--- config.mk ---
export PLATFORM = sky130hd
export DESIGN_NAME = pipe_ctrl
export DESIGN_NICKNAME = d
export VERILOG_FILES = /design/src/rtl/pipe_ctrl_pkg.sv /design/src/rtl/pipe_ctrl_stall_mon.sv /design/src/rtl/pipe_ctrl.sv
export SDC_FILE = /design/constraint.sdc
export NUM_CORES = 1
export LEC_CHECK = 0
export BUFFER_PORTS_ARGS = -buffer_cell sky130_fd_sc_hd__buf_2
export CELL_PAD_IN_SITES_DETAIL_PLACEMENT = 0
export CELL_PAD_IN_SITES_GLOBAL_PLACEMENT = 1
export CORE_MARGIN = 3
export CORE_UTILIZATION = 34
export DETAILED_ROUTE_END_ITERATION = 10
export MAX_ROUTING_LAYER = met4
export PLACE_DENSITY = 0.87
export SYNTH_ARGS = -nofsm -noshare
export SYNTH_HDL_FRONTEND = slang
export SYNTH_SLANG_ARGS = --single-unit
--- constraint.sdc ---
create_clock -name clk -period 2 [get_ports clk]
set_input_delay 0.2 -clock clk [delete_from_list [all_inputs] [get_ports clk]]
set_output_delay 0.2 -clock clk [all_outputs]
set_load 0.1 [all_outputs]
--- src/rtl/pipe_ctrl_pkg.sv ---
// Shared constants for the pipeline controller: stop codes, exception codes
// and FSM states.
package pipe_ctrl_pkg;

   typedef enum logic {
      RUN   = 1'b0,
      DRAIN = 1'b1
   } state_t;

   localparam logic Stop   = 1'b1;
   localparam logic NoStop = 1'b0;

   localparam logic [5:0] STOP_NONE  = 6'b000000;
   localparam logic [5:0] STOP_IF    = 6'b000011;
   localparam logic [5:0] STOP_ID    = 6'b000111;
   localparam logic [5:0] STOP_EX    = 6'b001111;
   localparam logic [5:0] STOP_MEM   = 6'b011111;
   localparam logic [5:0] STOP_DRAIN = 6'b111111;

   localparam logic [31:0] DEF_ERET_TYPE  = 32'h0000_000e;
   localparam logic [31:0] DEF_EXC_VECTOR = 32'h0000_0020;

   // Later stages win; a MEM stall leaves WB running so mem_wb takes a bubble.
   function automatic logic [5:0] stall_code(input logic req_if, input logic req_id,
                                             input logic req_ex, input logic req_mem);
      logic [5:0] code;
      code = STOP_NONE;
      if (req_mem)     code = STOP_MEM;
      else if (req_ex) code = STOP_EX;
      else if (req_id) code = STOP_ID;
      else if (req_if) code = STOP_IF;
      return code;
   endfunction

endpackage

--- src/rtl/pipe_ctrl_stall_mon.sv ---
// Debug stall monitor: saturating total stall count plus a consecutive-stall
// watchdog with a sticky timeout flag.
module ctrl_stall_mon
   import pipe_ctrl_pkg::*;
#(
   parameter int unsigned CNT_W     = 32,
   parameter logic [15:0] MAX_STALL = 16'd1024
) (
   input  logic             clk,
   input  logic             rst_n,
   input  logic             i_stop0,
   input  logic             i_flush,
   output logic [CNT_W-1:0] o_stall_cycles,
   output logic             o_stall_timeout
);

   logic [CNT_W-1:0] r_cycles;
   logic [15:0]      r_cons;
   logic             r_timeout;
   logic             w_stalled;
   logic [15:0]      w_cons_nxt;

   assign w_stalled  = (i_stop0 == Stop) && (i_flush == NoStop);
   assign w_cons_nxt = (r_cons == MAX_STALL) ? r_cons : r_cons + 16'd1;

   always_ff @(posedge clk) begin
      if (!rst_n) begin
         r_cycles  <= '0;
         r_cons    <= '0;
         r_timeout <= 1'b0;
      end else begin
         if (i_stop0 && !(&r_cycles))
            r_cycles <= r_cycles + CNT_W'(1);
         if (w_stalled) begin
            r_cons <= w_cons_nxt;
            if (w_cons_nxt == MAX_STALL)
               r_timeout <= 1'b1;
         end else begin
            r_cons <= '0;
         end
      end
   end

   assign o_stall_cycles  = r_cycles;
   assign o_stall_timeout = r_timeout;

endmodule

--- src/rtl/pipe_ctrl.sv ---
// Central pipeline controller: stall merge, exception/ERET flush sequencing
// with data-bus drain, and stall debug counters.
module pipe_ctrl
   import pipe_ctrl_pkg::*;
#(
   parameter logic [31:0] EXC_VECTOR = DEF_EXC_VECTOR,
   parameter logic [31:0] ERET_TYPE  = DEF_ERET_TYPE,
   parameter logic [15:0] MAX_STALL  = 16'd1024,
   parameter int unsigned CNT_W      = 32
) (
   input  logic             clk,
   input  logic             rst_n,
   input  logic             stallreq_if,
   input  logic             stallreq_id,
   input  logic             stallreq_ex,
   input  logic             stallreq_mem,
   input  logic [31:0]      excepttype_i,
   input  logic [31:0]      cp0_epc_i,
   input  logic             dbus_busy_i,
   output logic [5:0]       stop,
   output logic             flush,
   output logic [31:0]      new_pc,
   output logic [CNT_W-1:0] stall_cycles,
   output logic             stall_timeout
);

   state_t      r_state;
   state_t      w_state_nxt;
   logic [31:0] r_exc;
   logic [31:0] r_epc;
   logic        w_exc;

   assign w_exc = (excepttype_i != '0);

   always_ff @(posedge clk) begin
      if (!rst_n) r_state <= RUN;
      else        r_state <= w_state_nxt;
   end

   always_comb begin
      w_state_nxt = r_state;
      case (r_state)
         RUN:     if (w_exc && dbus_busy_i) w_state_nxt = DRAIN;
         DRAIN:   if (!dbus_busy_i)         w_state_nxt = RUN;
         default: w_state_nxt = RUN;
      endcase
   end

   // Exception captured on DRAIN entry; EPC may move while the bus drains.
   always_ff @(posedge clk) begin
      if (!rst_n) begin
         r_exc <= '0;
         r_epc <= '0;
      end else if (r_state == RUN && w_exc && dbus_busy_i) begin
         r_exc <= excepttype_i;
         r_epc <= cp0_epc_i;
      end
   end

   always_comb begin
      stop   = STOP_NONE;
      flush  = 1'b0;
      new_pc = '0;
      if (rst_n) begin
         case (r_state)
            RUN: begin
               if (w_exc) begin
                  if (dbus_busy_i) begin
                     stop = STOP_DRAIN;
                  end else begin
                     flush  = 1'b1;
                     new_pc = (excepttype_i == ERET_TYPE) ? cp0_epc_i : EXC_VECTOR;
                  end
               end else begin
                  stop = stall_code(stallreq_if, stallreq_id, stallreq_ex, stallreq_mem);
               end
            end
            DRAIN: begin
               if (dbus_busy_i) begin
                  stop = STOP_DRAIN;
               end else begin
                  flush  = 1'b1;
                  new_pc = (r_exc == ERET_TYPE) ? r_epc : EXC_VECTOR;
               end
            end
            default: ;
         endcase
      end
   end

   ctrl_stall_mon #(
      .CNT_W     (CNT_W),
      .MAX_STALL (MAX_STALL)
   ) u_stall_mon (
      .clk             (clk),
      .rst_n           (rst_n),
      .i_stop0         (stop[0]),
      .i_flush         (flush),
      .o_stall_cycles  (stall_cycles),
      .o_stall_timeout (stall_timeout)
   );

endmodule
==> results.py <==
metrics = {
    "setup_path": {
        "critical-path-slowest-cell": "dfxtp_2",
        "cp.required_ns": 1.80,
        "critPathCaptureType": "output pin",
        "cpMostUsedCell": "buf_4",
        "crit_path_max_fanout": 8,
        "worstPathCellList": "nor4_2, nand4_1, buf_4, nor4_4, buf_4, buf_8, a22oi_2, nor2_4, buf_12",
        "cp_data_arrival_time_ns": 2.33,
        "critPathKind": "flop to output pin",
        "cp_top_family": "simple AND/OR/NAND/NOR gates",
        "cpPeakStageDelay_ns": 0.32,
        "startpoint_type": "flop",
        "path_buf_inv": 4,
    },
    "placed_design": {
        "hpwl_mm": 10.9,
        "numPortBuffers": 142,
        "place.gp.congestion": 0.800,
    },
    "synth": {
        "ys_types": 43,
        "synthCells": 700,
        "synthFlopType": "dfxtp_1",
        "syn_area_mm2": 0.00536,
        "yosysTopAreaCell": "dfxtp_1",
        "syn-mean-instance-area_um2": 7.66,
        "yosys_register_bits": 114,
        "yosys-top-cells-area": "dfxtp_1 43%, nand2_1 11%, a21oi_1 8.1%, a22oi_1 4.3%, nor2_1 4.3%",
        "async_flop_share": 0,
        "yosysSeqAreaShare": 0.426,
        "synth_nets": 774,
        "yosysWarnings": 0,
        "synth_top_cell_area_share": 0.426,
        "synth-edff-count": 0,
    },
    "run_status": {
        "violations": "negative setup slack",
        "status": "finished, violations left",
    },
    "clocking": {
        "cts-htree-levels": 4,
        "cts-buffers-inserted": 17,
        "clk_path_buf_depth": 2,
        "path_clk_slew_ns": 0.06,
        "cts_tree": "built",
        "worstSkewPairLatency_ns": 0.42,
        "cts_hold_buf": 0,
        "clock_sinks": 114,
        "clockRootBuffer": "clkbuf_16",
    },
    "final_layout": {
        "antennaDiodeCount": 0,
        "areaGrowthSynthToFinish_pct": 77.5,
        "fin_util": 0.621,
        "layout.nets": 1011,
        "fillers": 1265,
        "drive_above_1_share": 0.467,
    },
    "global_routing": {
        "grt_max_degree": 118,
        "gr-total-overflow": 0,
        "grtUsageTotal": 0.206,
        "grt_pass1_wl_mm": 28.8,
        "grt_pass1_vias": 5797,
        "antenna_found_initial": 0,
    },
    "floorplan": {
        "start_util": 0.350,
        "boundaryPins": 143,
        "dieArea_mm2": 0.0173,
        "core_mm2": 0.0153,
        "die_height_um": 132,
        "fp.dieW_um": 132,
        "num_rows": 45,
    },
    "worst_hold_path": {
        "hold_path_class": "input port to flop",
    },
    "power": {
        "power_mw": 6.40,
        "p_leak_nw": 3.66,
        "vdd_drop_max_mv": 0.503,
        "p_per_area_mw_per_mm2": 672,
    },
    "drt": {
        "post_drt_wl_per_cell_um": 15.2,
        "first_pass_iters": 5,
        "drc": 0,
        "vias_per_cell": 5.13,
        "drt_iter0_markers": 393,
        "ant_nets": 0,
        "num_vias": 5958,
        "routed_wl_mm": 17.7,
    },
    "timing": {
        "final-setup-viol-count": 71,
        "worst_pin_slew_ns": 0.766,
        "final-hold-violation-count": 0,
        "slew_violations": 0,
        "fmax_mhz": 395,
        "slew_headroom": 0.489,
        "post-route-period-util": 1.26,
        "clock_skew_ns": 0.00930,
        "rsz0062_at_grt": "yes",
        "worst_slack_ns": -0.529,
        "min_period_ns": 2.53,
    },
    "run": {
        "cap_viol_max_count": 0,
    },
}
[kinds of logic after synthesis]
| kind of cell | after synthesis | synth area share |
|---|---|---|
| xor+xnor | 20 | 0.0327 |
| simple gates | 332 | 0.293 |
| buf+inv | 64 | 0.0490 |
| flops | 114 | 0.426 |
| mux | 6 | 0.0112 |
| compound gates | 161 | 0.181 |
| fa+ha+maj | 3 | 0.00700 |
[routing by layer]
layer | vias up | global-route usage | share of wire
met2 | 166 | 0.317 | 0.48
li1 | 2942 | - | -
met1 | 2814 | 0.268 | 0.45
met3 | 36 | 0.0440 | 0.044
met5 | - | - | 0
met4 | 0 | 0.0712 | 0.022
[cells in the mapped netlist (4+ instances only)]
cell type / n
nand4_1: 14
nand3_1: 18
mux2i_1: 6
nor4_1: 22
and3_1: 8
xor2_1: 10
or3_1: 11
o21ai_0: 11
clkbuf_1: 37
dfxtp_1: 114
o31ai_1: 14
or4_1: 12
o211ai_1: 4
inv_1: 12
nand2_1: 152
xnor2_1: 10
buf_2: 11
a21oi_1: 87
nor3_1: 9
nand2b_1: 6
nor2_1: 61
and4_1: 5
a22oi_1: 31
[layout make-up]
cell class / count / area, um^2 / share of cell area
well taps: 211 / 264 / 0.0278
inverters: 12 / 52.6 / 0.00552
multi-input cells: 522 / 3670 / 0.386
repair buffers: 270 / 2590 / 0.273
clock inverters: 9 / 154 / 0.0162
clock buffers: 23 / 468 / 0.0492
flip-flops and latches: 114 / 2310 / 0.243
[tightest hold or removal path, delay by kind of cell]
family / cells / cell delay, ns
simple gates: 1 / 0.05
compound gates: 1 / 0.05
buf+inv: 1 / 0.11
[final timing paths]
kind              cells past startpoint              startpoint  slack (ns)                                           to
hold reg to reg                       2   r_exc[1]$_SDFFE_PN0P_        0.45                        r_exc[1]$_SDFFE_PN0P_
setup / recovery                      9  r_exc[19]$_SDFFE_PN0P_       -0.53                                   new_pc[15]
setup reg to reg                     10      r_state$_SDFF_PN0_       -0.28  u_stall_mon.o_stall_cycles[21]$_SDFFE_PN0P_
hold / removal                        3        excepttype_i[30]        0.04                       r_exc[30]$_SDFFE_PN0P_
[cells in the final DEF (no fill, tap or decap), types with 20 or more instances in the layout]
master / netlist / routed
nand2_1: 152 / 151
a21oi_1: 87 / 83
a22oi_2: 0 / 31
dfxtp_2: 0 / 20
buf_4: 2 / 95
clkbuf_16: 0 / 20
nor2_4: 0 / 33
nor2_1: 61 / 27
buf_2: 11 / 97
buf_12: 0 / 49
buf_6: 0 / 20
dfxtp_1: 114 / 94
[where the power goes]
part	internal [mW]	total [mW]	switching, mW	leakage, nW
Clock	2.15	3.20	1.05	0.297
Sequential	2.36	2.41	0.0555	0.938
Combinational	0.348	0.787	0.439	2.42
[stage by stage]
stage / hold WS [ns] / area, um^2 / TNS, ns / cells / setup slack (ns)
3_3_place_gp: 0.442 / 7890 / -49.48 / 1097 / -0.527
3_5_place_dp: 0.444 / 7890 / -61.93 / 1097 / -0.593
6_report: 0.0390 / 9510 / -23.31 / 1161 / -0.529
4_1_cts: 0.0132 / 9360 / -26.07 / 1158 / -0.541
5_1_grt: 0.0419 / 9510 / -31.08 / 1161 / -0.637
2_1_floorplan: 0.336 / 5780 / -41.92 / 700 / -0.736
[registers in the layout, summed over array words and instances, names as in the netlist]
name	flops
u_stall_mon.o_stall_cycles	32
u_stall_mon.o_stall_timeout	1
r_epc	32
u_stall_mon.r_cons	16
r_exc	32
r_state	1
[what timing repair did]
action	in CTS	in global routing
pin swaps	80	65
hold endpoints to repair	0	0
cloned	9	1
gates resized for setup	103	52
buffers inserted	20	8
endpoints found under the setup margin	68	84
(Power assumes the default switching activity.)
